[config.mk]
export PLATFORM = sky130hd
export DESIGN_NAME = alu_arbiter
export DESIGN_NICKNAME = d
export VERILOG_FILES = /design/src/rtl/alu_arbiter.sv
export SDC_FILE = /design/constraint.sdc
export NUM_CORES = 1
export LEC_CHECK = 0
export ABC_AREA = 1
export CELL_PAD_IN_SITES_DETAIL_PLACEMENT = 1
export CELL_PAD_IN_SITES_GLOBAL_PLACEMENT = 2
export CORE_UTILIZATION = 29
export DETAILED_ROUTE_END_ITERATION = 8
export HOLD_SLACK_MARGIN = 0.15
export PLACE_DENSITY = 0.88
export SLEW_MARGIN = 25
export SYNTH_ARGS = -nofsm -noshare
export SYNTH_HDL_FRONTEND = slang
export SYNTH_SLANG_ARGS = --single-unit
export TNS_END_PERCENT = 50
[constraint.sdc]
create_clock -name clk -period 5.7 [get_ports clk]
set_input_delay 1.14 -clock clk [delete_from_list [all_inputs] [get_ports clk]]
set_output_delay 1.14 -clock clk [all_outputs]
set_load 0.1 [all_outputs]
[src/rtl/alu_arbiter.sv]
// alu_arbiter: round-robin arbiter for two requesters in front of a registered 8-op ALU
module alu_arbiter #(
   parameter int WIDTH = 8
) (
   input  logic             clk,
   input  logic             rst,
   input  logic             req0_valid,
   input  logic             req1_valid,
   output logic             req0_ready,
   output logic             req1_ready,
   input  logic [2:0]       req0_op,
   input  logic [2:0]       req1_op,
   input  logic [WIDTH-1:0] req0_a,
   input  logic [WIDTH-1:0] req0_b,
   input  logic [WIDTH-1:0] req1_a,
   input  logic [WIDTH-1:0] req1_b,
   output logic             rsp_valid,
   input  logic             rsp_ready,
   output logic             rsp_id,
   output logic [WIDTH-1:0] rsp_y,
   output logic             rsp_carry,
   output logic             rsp_zero,
   output logic             busy
);
   typedef enum logic [1:0] {IDLE, EXEC, RESP} state_t;
   state_t           state_q, state_d;
   logic             ptr_q, ptr_d, id_q, id_d;
   logic [2:0]       op_q, op_d;
   logic [WIDTH-1:0] a_q, a_d, b_q, b_d, y_q, y_d;
   logic             carry_q, carry_d, zero_q, zero_d;
   logic             grant1, accept;
   logic [WIDTH:0]   sum, diff;
   logic [WIDTH-1:0] alu_y;
   logic             alu_c;
   assign grant1     = req1_valid & (~req0_valid | ptr_q);
   assign accept     = (state_q == IDLE) & ~rst & (req0_valid | req1_valid);
   assign req0_ready = accept & ~grant1;
   assign req1_ready = accept & grant1;
   assign sum        = {1'b0, a_q} + {1'b0, b_q};
   assign diff       = {1'b0, a_q} - {1'b0, b_q};
   assign rsp_valid  = state_q == RESP;
   assign busy       = state_q != IDLE;
   assign rsp_id     = id_q;
   assign rsp_y      = y_q;
   assign rsp_carry  = carry_q;
   assign rsp_zero   = zero_q;
   // ALU on the captured operands; carry doubles as borrow for SUB
   always_comb begin
      alu_y = '0;
      alu_c = 1'b0;
      case (op_q)
         3'b000: {alu_c, alu_y} = sum;
         3'b001: {alu_c, alu_y} = diff;
         3'b010: alu_y = a_q & b_q;
         3'b011: alu_y = a_q | b_q;
         3'b100: alu_y = a_q ^ b_q;
         3'b101: alu_y = ~a_q;
         3'b110: {alu_c, alu_y} = {a_q, 1'b0};
         3'b111: {alu_y, alu_c} = {1'b0, a_q};
      endcase
   end
   // next state: capture on acceptance, register result leaving EXEC, release on handshake
   always_comb begin
      state_d = state_q;
      ptr_d   = ptr_q;
      id_d    = id_q;
      op_d    = op_q;
      a_d     = a_q;
      b_d     = b_q;
      y_d     = y_q;
      carry_d = carry_q;
      zero_d  = zero_q;
      case (state_q)
         IDLE: if (accept) begin
            state_d = EXEC;
            id_d    = grant1;
            ptr_d   = ~grant1;
            op_d    = grant1 ? req1_op : req0_op;
            a_d     = grant1 ? req1_a : req0_a;
            b_d     = grant1 ? req1_b : req0_b;
         end
         EXEC: begin
            state_d = RESP;
            y_d     = alu_y;
            carry_d = alu_c;
            zero_d  = ~|alu_y;
         end
         RESP: if (rsp_ready) state_d = IDLE;
         default: state_d = IDLE;
      endcase
   end
   // state register with synchronous reset that aborts any operation in flight
   always_ff @(posedge clk) begin
      if (rst) begin
         state_q <= IDLE;
         ptr_q   <= 1'b0;
         id_q    <= 1'b0;
         op_q    <= '0;
         a_q     <= '0;
         b_q     <= '0;
         y_q     <= '0;
         carry_q <= 1'b0;
         zero_q  <= 1'b0;
      end else begin
         state_q <= state_d;
         ptr_q   <= ptr_d;
         id_q    <= id_d;
         op_q    <= op_d;
         a_q     <= a_d;
         b_q     <= b_d;
         y_q     <= y_d;
         carry_q <= carry_d;
         zero_q  <= zero_d;
      end
   end
endmodule

Yosys cells after proc, flatten, opt, wreduce, memory -nomap -nowiden --
Index checks and enable logic that the tools add are counted.
Cells by class: equal/unequal tests 11, multiplexer cells 8, $add $sub $neg 2, reductions and logical operators 7, bitwise operators 14
Operators by type and width (count):
- $pmux W8 S8 | 1
- $mux W8 | 2
- $eq A3 B3 Y1 const B | 4
- $add A8 B8 Y9 | 1
- $sub A8 B8 Y9 | 1
- $and A8 B8 Y8 | 1
- $not A8 Y8 | 1
- $or A8 B8 Y8 | 1
- $reduce_or A8 Y1 | 1
- $xor A8 B8 Y8 | 1
- $eq A3 B2 Y1 const B | 2
- $pmux W2 S3 | 1
- $and A1 B1 Y1 | 5
- $mux W2 | 2
- $pmux W1 S4 | 1
- $reduce_and A2 Y1 | 2
- $eq A3 B1 Y1 const B | 1
- $logic_not A3 Y1 | 1
- $mux W3 | 1
- $not A1 Y1 | 3
- $eq A2 B1 Y1 const B | 1
- $eq A2 B2 Y1 const B | 1
- $logic_not A2 Y1 | 1
- $ne A2 B1 Y1 const B | 1
- other kinds (4) | 5
Storage, ports and cells: bits of input ports 43, word-level logic and storage cells 51, register bits 33, output and inout port bits 15

Depth between registers and ports, before layout --
Gate-level depths: netlist (run 1).
depth in word-level cells 5, gate-level depth with buffers 15, gate-level depth less buffers 15

Least setup slack after synthesis (run 1) --
No wires, ideal clock.
kind input port to output port, from in req0_valid, to out req1_ready, path buffers 2, arrival 2.187 ns, data required time 4.560 ns, stages on the path 6, setup slack 2.373 ns, cell sequence nor2_1 -> nor2_2 -> nand2_1 -> buf_2 -> nor2_2 -> buf_2
On the way: word-level cells in the longest chain between the ends 4, elaborated cells on any way between the ends 6, classes of those cells bitwise: 6
Ends and longest elaborated chain:
- from (decl) | RTL line 7 | input logic req0_valid,
- $not A1 Y1 | RTL line 35 | assign grant1 = req1_valid & (~req0_valid | ptr_q);
- $or A1 B1 Y1 | RTL line 35
- $and A1 B1 Y1 | RTL line 35
- $and A1 B1 Y1 (*) | RTL line 38 | assign req1_ready = accept & grant1;
- to (decl) | RTL line 10 | output logic req1_ready,
Mark *: on every way between the ends. The rest lies on a longest branch, timed or not.

Worst setup path after layout (run 1) --
from in rst, to out req0_ready
On the way: word-level cells in the longest chain between the ends 4
Ends and longest elaborated chain:
- from (decl) | RTL line 6 | input logic rst,
- $not A1 Y1 | RTL line 36 | assign accept = (state_q == IDLE) & ~rst & (req0_valid | req1_valid);
- $and A1 B1 Y1 (2 in series) | RTL line 36
- $and A1 B1 Y1 | RTL line 37 | assign req0_ready = accept & ~grant1;
- to (decl) | RTL line 9 | output logic req0_ready,
No other way between the ends.

==> results of run 1 <==
==> area by class of cell <==
class                           count  area [um2]
Clock buffer                        5        68.8
Clock inverter                      3        17.5
Fill cell                        1175        5440
Inverter                           64         240
Multi-Input combinational cell    332        1720
Sequential cell                    33         661
Tap cell                          108         135
Timing Repair Buffer               60         613
==> metal layers <==
layer  vias up  wire [um]
li1       1532          -
met1      1389       4210
met2        70       4170
met3         7        424
met4         0         91
met5         -          0
==> sequential cells by signal, indices dropped and copies added, names as in the netlist <==
register,flops
a_q,8
state_q,2
ptr_q,1
rsp_carry,1
op_q,3
rsp_y,8
rsp_zero,1
b_q,8
rsp_id,1
==> per-stage QoR <==
step                worst slack (ns)   util  cells  instance area, um2
floorplan                       2.37      -    447                2710
global placement                1.47  0.379    597                3370
detailed placement              1.41  0.379    597                3370
CTS                             1.41  0.389    605                3450
global route                    1.27  0.389    605                3450
finish                          1.46  0.389    605                3450
==> kinds of logic after synthesis <==
group,after synthesis
buffers and inverters,82
AO/OA/AOI/OAI,59
AND/OR/NAND/NOR,244
adder cells (fa/ha/maj),26
flip-flops,33
XOR/XNOR,3
==> power by group <==
group / internal, mW / switching (mW) / total (mW) / leakage [nW]
sequential: 0.250 / 0.0261 / 0.276 / 0.270
combinational: 0.106 / 0.214 / 0.320 / 1.26
clock: 0.0842 / 0.0899 / 0.174 / 0.0439
total: 0.440 / 0.330 / 0.770 / 1.57
==> tightest hold or removal path: stages (launching register included) <==
cell and delay, ns:
dfxtp_1 0.31, nand2_1 0.06, a21oi_1 0.06
==> worst max path at each step <==
stage | startpoint | to | slack [ns] | cells past startpoint
2_1_floorplan | req0_valid | req1_ready | 2.37 | 6
3_3_place_gp | rst | req0_ready | 1.47 | 6
3_5_place_dp | rst | req0_ready | 1.41 | 6
4_1_cts | rst | req0_ready | 1.41 | 6
5_1_grt | rst | req0_ready | 1.27 | 6
6_report | rst | req0_ready | 1.46 | 6
==> cells in the final DEF (no fill, tap or decap), drive strengths merged <==
master | netlist | layout
nand2 | 134 | 134
inv | 64 | 64
clkdlybuf4s50 | 0 | 55
nor2 | 51 | 51
nand3 | 40 | 40
dfxtp | 33 | 33
ha | 24 | 24
a21oi | 20 | 20
a31oi | 17 | 17
nand4 | 16 | 16
o21ai | 15 | 15
clkbuf | 5 | 5
buf | 13 | 5
o211ai | 4 | 4
nor3 | 2 | 2
xor2 | 2 | 2
a221oi | 2 | 2
fa | 2 | 2
clkinv | 0 | 2
o22ai | 1 | 1
xnor2 | 1 | 1
nand3b | 1 | 1
clkinvlp | 0 | 1
==> cell usage after synthesis (4+ instances only) <==
library cell	number	area (um2)
a21oi_1	20	100
a31oi_1	17	106
buf_2	11	55.1
clkbuf_1	5	18.8
dfxtp_1	33	661
ha_1	24	300
inv_1	63	236
nand2_1	134	503
nand3_1	40	200
nand4_1	16	100
nor2_1	49	184
o211ai_1	4	30.0
o21ai_0	15	75.1
==> reports/metrics.csv, run 1 <==
metric,value,unit
Final setup viols,0,
CP max stage delay,0.45,ns
later-pin clock latency in the skew report,0.29,ns
crit path max-delay cell type,nand2_1,
"Seq/Total Area, Yosys",0.244,
syn avg cell area,6.07,um2
met3 usage,0.0234,
YS warnings,0,
detailed placement HPWL,7.29,mm
Slew @ Worst Pin,0.972,ns
Hold Crit Class,flop to flop,
Rows,34,
WHS Endpoint,rsp_carry,
initial core utilization,0.305,
final hold violations,0,
Worst Path Buf+Inv,4,
Post-synth EDFFs,0,
Synth Flop Type,dfxtp_1,
total gr overflow,0,
DR WL/cell,14.7,um
CP cell instances,clkdlybuf4s50_1 > buf_4 > inv_1 > nand2_1 > a21oi_1 > buf_12,
"CTS clk-pin slew, worst paths",0.07,ns
"delay-heaviest family, CP",buffers and inverters,
Remaining DRCs,0,
RSZ-0062 raised after global routing,false,
synthesized cell area,2710,um2
largest net degree at the start of global routing,25,
clk_skew,0.0113,ns
Tot Pwr,770,uW
Peak Freq,0.236,GHz
share of post-route cells with drive strength above 1,0.0322,
CTS tree,yes,
Synth Area in Adders,0.125,
Leak,1.57,nW
IO Port Bufs,57,
via/cell ratio,4.96,
routability cong.,0.835,
start point of the worst hold path,rsp_carry,
Slew headroom,0.350,
first-pass iteration count of the detailed router,4,
clock buffer depth,2,
WS Path Type,primary input to output pin,
final hold slack,0.480,ns
r2r endpoint,rsp_zero,
ANT cells,0,
"Async S/R FF share, synth",0,
Worst Path Required,4.56,ns
Vias,2998,
Fin Setup TNS,0,ns
"flops & latches, synth",33,
Global Route Usage Sum,0.197,
Die ar.,9740,um2
worst r2r path cells,10,
Final period util,0.744,
CTS Sinks,33,
TritonCTS Buffers,5,
global routing's busiest layer,met2,
post-synthesis simple-gate area fraction,0.375,
Final #Nets,565,
r2r setup slk,3.32,ns
first-pass GRT wire length,15.2,mm
Layout area overhead,27.4,%
Post-Synth XOR/XNOR Area,0.00969,
post-CTS setup buffer count,0,
synth unique cells,24,
WHS Path Cells,2,
nature of the critical path endpoint,output pin,
Worst VDD drop,0.107,mV
1st-iter DRT viols,135,
hold_buf cts,0,
Core Footprint,8890,um2
cells after synthesis,447,
Max Cap Viol,0,
post-synthesis mux area share,0,
power density cells,223,nW/um2
width of the die,98.7,um
Final Critical Period,4.24,ns
GR met1 Demand/Resource,0.261,
status,finished clean,
largest family of logic cells by synthesized area,simple AND/OR/NAND/NOR gates,
H-tree depth,2,
Syn Nets,516,
max-slew violations,0,
root buffer cell,clkbuf_8,
compound-gate portion of the synthesized area,0.124,
CP arrival,3.10,ns
M2 GR Usage,0.339,
initial antenna violation count,0,
"critical path fanouts, max",24,
Die Y-Extent,98.7,um
startpoint types,primary input,
RR Startpoint,op_q[2],
post-cts resize count,0,
vias in the first global route,3117,
antenna-violating nets left,0,
routed wire length,8.89,mm
io pins,58,
Note: power is estimated with default switching activity, not from simulation.
==> inputs of run 2 (changes only) <==
--- a/config.mk
+++ b/config.mk
@@ -8,10 +8,10 @@
 export ABC_AREA = 1
 export CELL_PAD_IN_SITES_DETAIL_PLACEMENT = 1
 export CELL_PAD_IN_SITES_GLOBAL_PLACEMENT = 2
-export CORE_UTILIZATION = 29
+export CORE_UTILIZATION = 24
 export DETAILED_ROUTE_END_ITERATION = 8
 export HOLD_SLACK_MARGIN = 0.15
-export PLACE_DENSITY = 0.88
+export PLACE_DENSITY = 0.78
 export SLEW_MARGIN = 25
 export SYNTH_ARGS = -nofsm -noshare
 export SYNTH_HDL_FRONTEND = slang
==> constraint.sdc (replaced) <==
create_clock -name clk -period 3.6 [get_ports clk]
set_input_delay 0.72 -clock clk [delete_from_list [all_inputs] [get_ports clk]]
set_output_delay 0.72 -clock clk [all_outputs]
set_load 0.1 [all_outputs]
==> run 2 against run 1 <==
- clock skew down 0.0046 ns
- routed wire length grew 5.1%
- combinational power increased by 60%
- largest power group unchanged
- first-iteration DRC count increased by 13%
- via count up 1.2%
- critical endpoint unchanged
==> reports/metrics.csv, run 2 (synthesized netlist as in run 1, its figures left out) <==
metric,value,unit,change
status,finished clean,,
initial core utilization,0.248,,-0.0570
Vias,3034,,+1.2%
final hold slack,0.466,ns,-0.0145 ns
antenna-violating nets left,0,,unchanged
1st-iter DRT viols,152,,+13%
post-cts resize count,0,,unchanged
WHS Endpoint,rsp_zero,,
max-slew violations,0,,unchanged
routed wire length,9.34,mm,+5.1%
Hold Crit Class,flop to flop,,
CP arrival,2.14,ns,-0.96 ns
WHS Path Cells,2,,unchanged
Worst Path Buf+Inv,3,,-1
nature of the critical path endpoint,output pin,,
FILL cells,1417,,+21%
startpoint types,primary input,,
routability cong.,0.858,,+2.8%
power density cells,383,nW/um2,+72%
Peak Freq,0.349,GHz,
start point of the worst hold path,rsp_zero,,
clk_skew,0.00671,ns,-0.00456 ns
final hold violations,0,,unchanged
TritonCTS Buffers,5,,unchanged
M2 GR Usage,0.303,,-0.0366
met3 usage,0.0253,,+0.00191
CP cell instances,clkdlybuf4s50_1 > inv_1 > nand2_1 > a21oi_1 > buf_12,,
GR met1 Demand/Resource,0.218,,-0.0431
Final #Nets,567,,+0.35%
Slew headroom,0.348,,-0.00185
"critical path fanouts, max",10,,-58%
Die ar.,11700,um2,+20%
Max Cap Viol,0,,unchanged
ANT cells,0,,unchanged
initial antenna violation count,0,,unchanged
global routing's busiest layer,met2,,
total gr overflow,0,,unchanged
Worst Path Required,2.88,ns,-1.68 ns
Final period util,0.796,,
largest net degree at the start of global routing,24,,-4.0%
detailed placement HPWL,7.58,mm,+4.0%
Die Y-Extent,108,um,+9.7%
CTS tree,yes,,
clock buffer depth,2,,unchanged
r2r endpoint,rsp_zero,,
Core Footprint,10900,um2,+23%
io pins,58,,unchanged
Global Route Usage Sum,0.172,,-0.0249
"delay-heaviest family, CP",buffers and inverters,,
vias in the first global route,3190,,+2.3%
Leak,1.61,nW,+2.3%
Levels on crit path,5,,-1
Remaining DRCs,0,,unchanged
Non-Filler Instances,639,,+5.6%
via/cell ratio,4.75,,-4.2%
r2r setup slk,1.17,ns,-2.15 ns
final setup margin,0.736,ns,-0.721 ns
DP Cell Count,631,,+5.7%
width of the die,108,um,+9.7%
first-pass iteration count of the detailed router,4,,unchanged
IO Port Bufs,57,,unchanged
Fin Setup TNS,0,ns,unchanged
"commonest non-fill, non-tap cell in the layout",nand2_1,,
first-pass GRT wire length,15.7,mm,+3.1%
later-pin clock latency in the skew report,0.28,ns,about the same
WS Path Type,primary input to output pin,,
crit path max-delay cell type,clkdlybuf4s50_1,,
pre-CTS WS,0.726,ns,-0.685 ns
worst r2r path cells,10,,unchanged
RR Startpoint,op_q[1],,
H-tree depth,2,,unchanged
Final setup viols,0,,unchanged
"CTS clk-pin slew, worst paths",0.05,ns,-0.02 ns
hold_buf cts,0,,unchanged
CTS Sinks,33,,unchanged
Rows,38,,+12%
CP max stage delay,0.49,ns,+0.04 ns
RSZ-0062 raised after global routing,false,,
post-CTS setup buffer count,0,,unchanged
Layout area overhead,31.5,%,
root buffer cell,clkbuf_16,,
share of post-route cells with drive strength above 1,0.0361,,+0.00388
Final Critical Period,2.86,ns,
Slew @ Worst Pin,0.974,ns,+0.00277 ns
"commonest non-fill, non-tap cells in the layout","nand2_1, inv_1, clkdlybuf4s50_1",,
DR WL/cell,14.6,um,-0.54%
Worst VDD drop,0.198,mV,+84%
run 2: how the worst max path moves through the flow:
stage / start / end / slack [ns]
2_1_floorplan: state_q[1] / req1_ready / 0.75
3_3_place_gp: rst / req0_ready / 0.74
3_5_place_dp: rst / req0_ready / 0.73
4_1_cts: rst / req0_ready / 0.72
5_1_grt: rst / req0_ready / 0.66
6_report: rst / req0_ready / 0.74
run 2: cell type report:
type	instances	area [um2]	area share
multi-input cells	332	1720	0.482
repair buffers	62	628	0.176
well taps	140	175	0.0491
inverters	64	240	0.0674
flip-flops and latches	33	661	0.185
clock inverters	3	17.5	0.00491
clock buffers	5	125	0.0351
run 2: layer usage:
layer	vias to the layer above	share of wire
met1	1433	0.48
met3	6	0.028
met5	-	0
met2	55	0.48
met4	0	0.014
li1	1540	-
run 2: per-stage QoR:
step                      power (mW)  area (um2)  utilization
after global placement         0.951        3420        0.313
after floorplan                0.785        2710            -
after detailed placement       0.959        3420        0.313
after CTS                       1.38        3570        0.326
final                           1.37        3570        0.326
after global routing            1.45        3570        0.326
run 2: worst reg2reg max path: cells and delay by family, from the launching register on:
kind,cells,cell delay (ns)
flops,1,0.80
buf+inv,1,0.27
simple gates,7,1.05
compound gates,2,0.24
run 2: power by group:
group	internal (mW)	switching (mW)	total, mW
Combinational	0.169	0.343	0.513
Clock	0.253	0.164	0.418
Sequential	0.397	0.0385	0.435
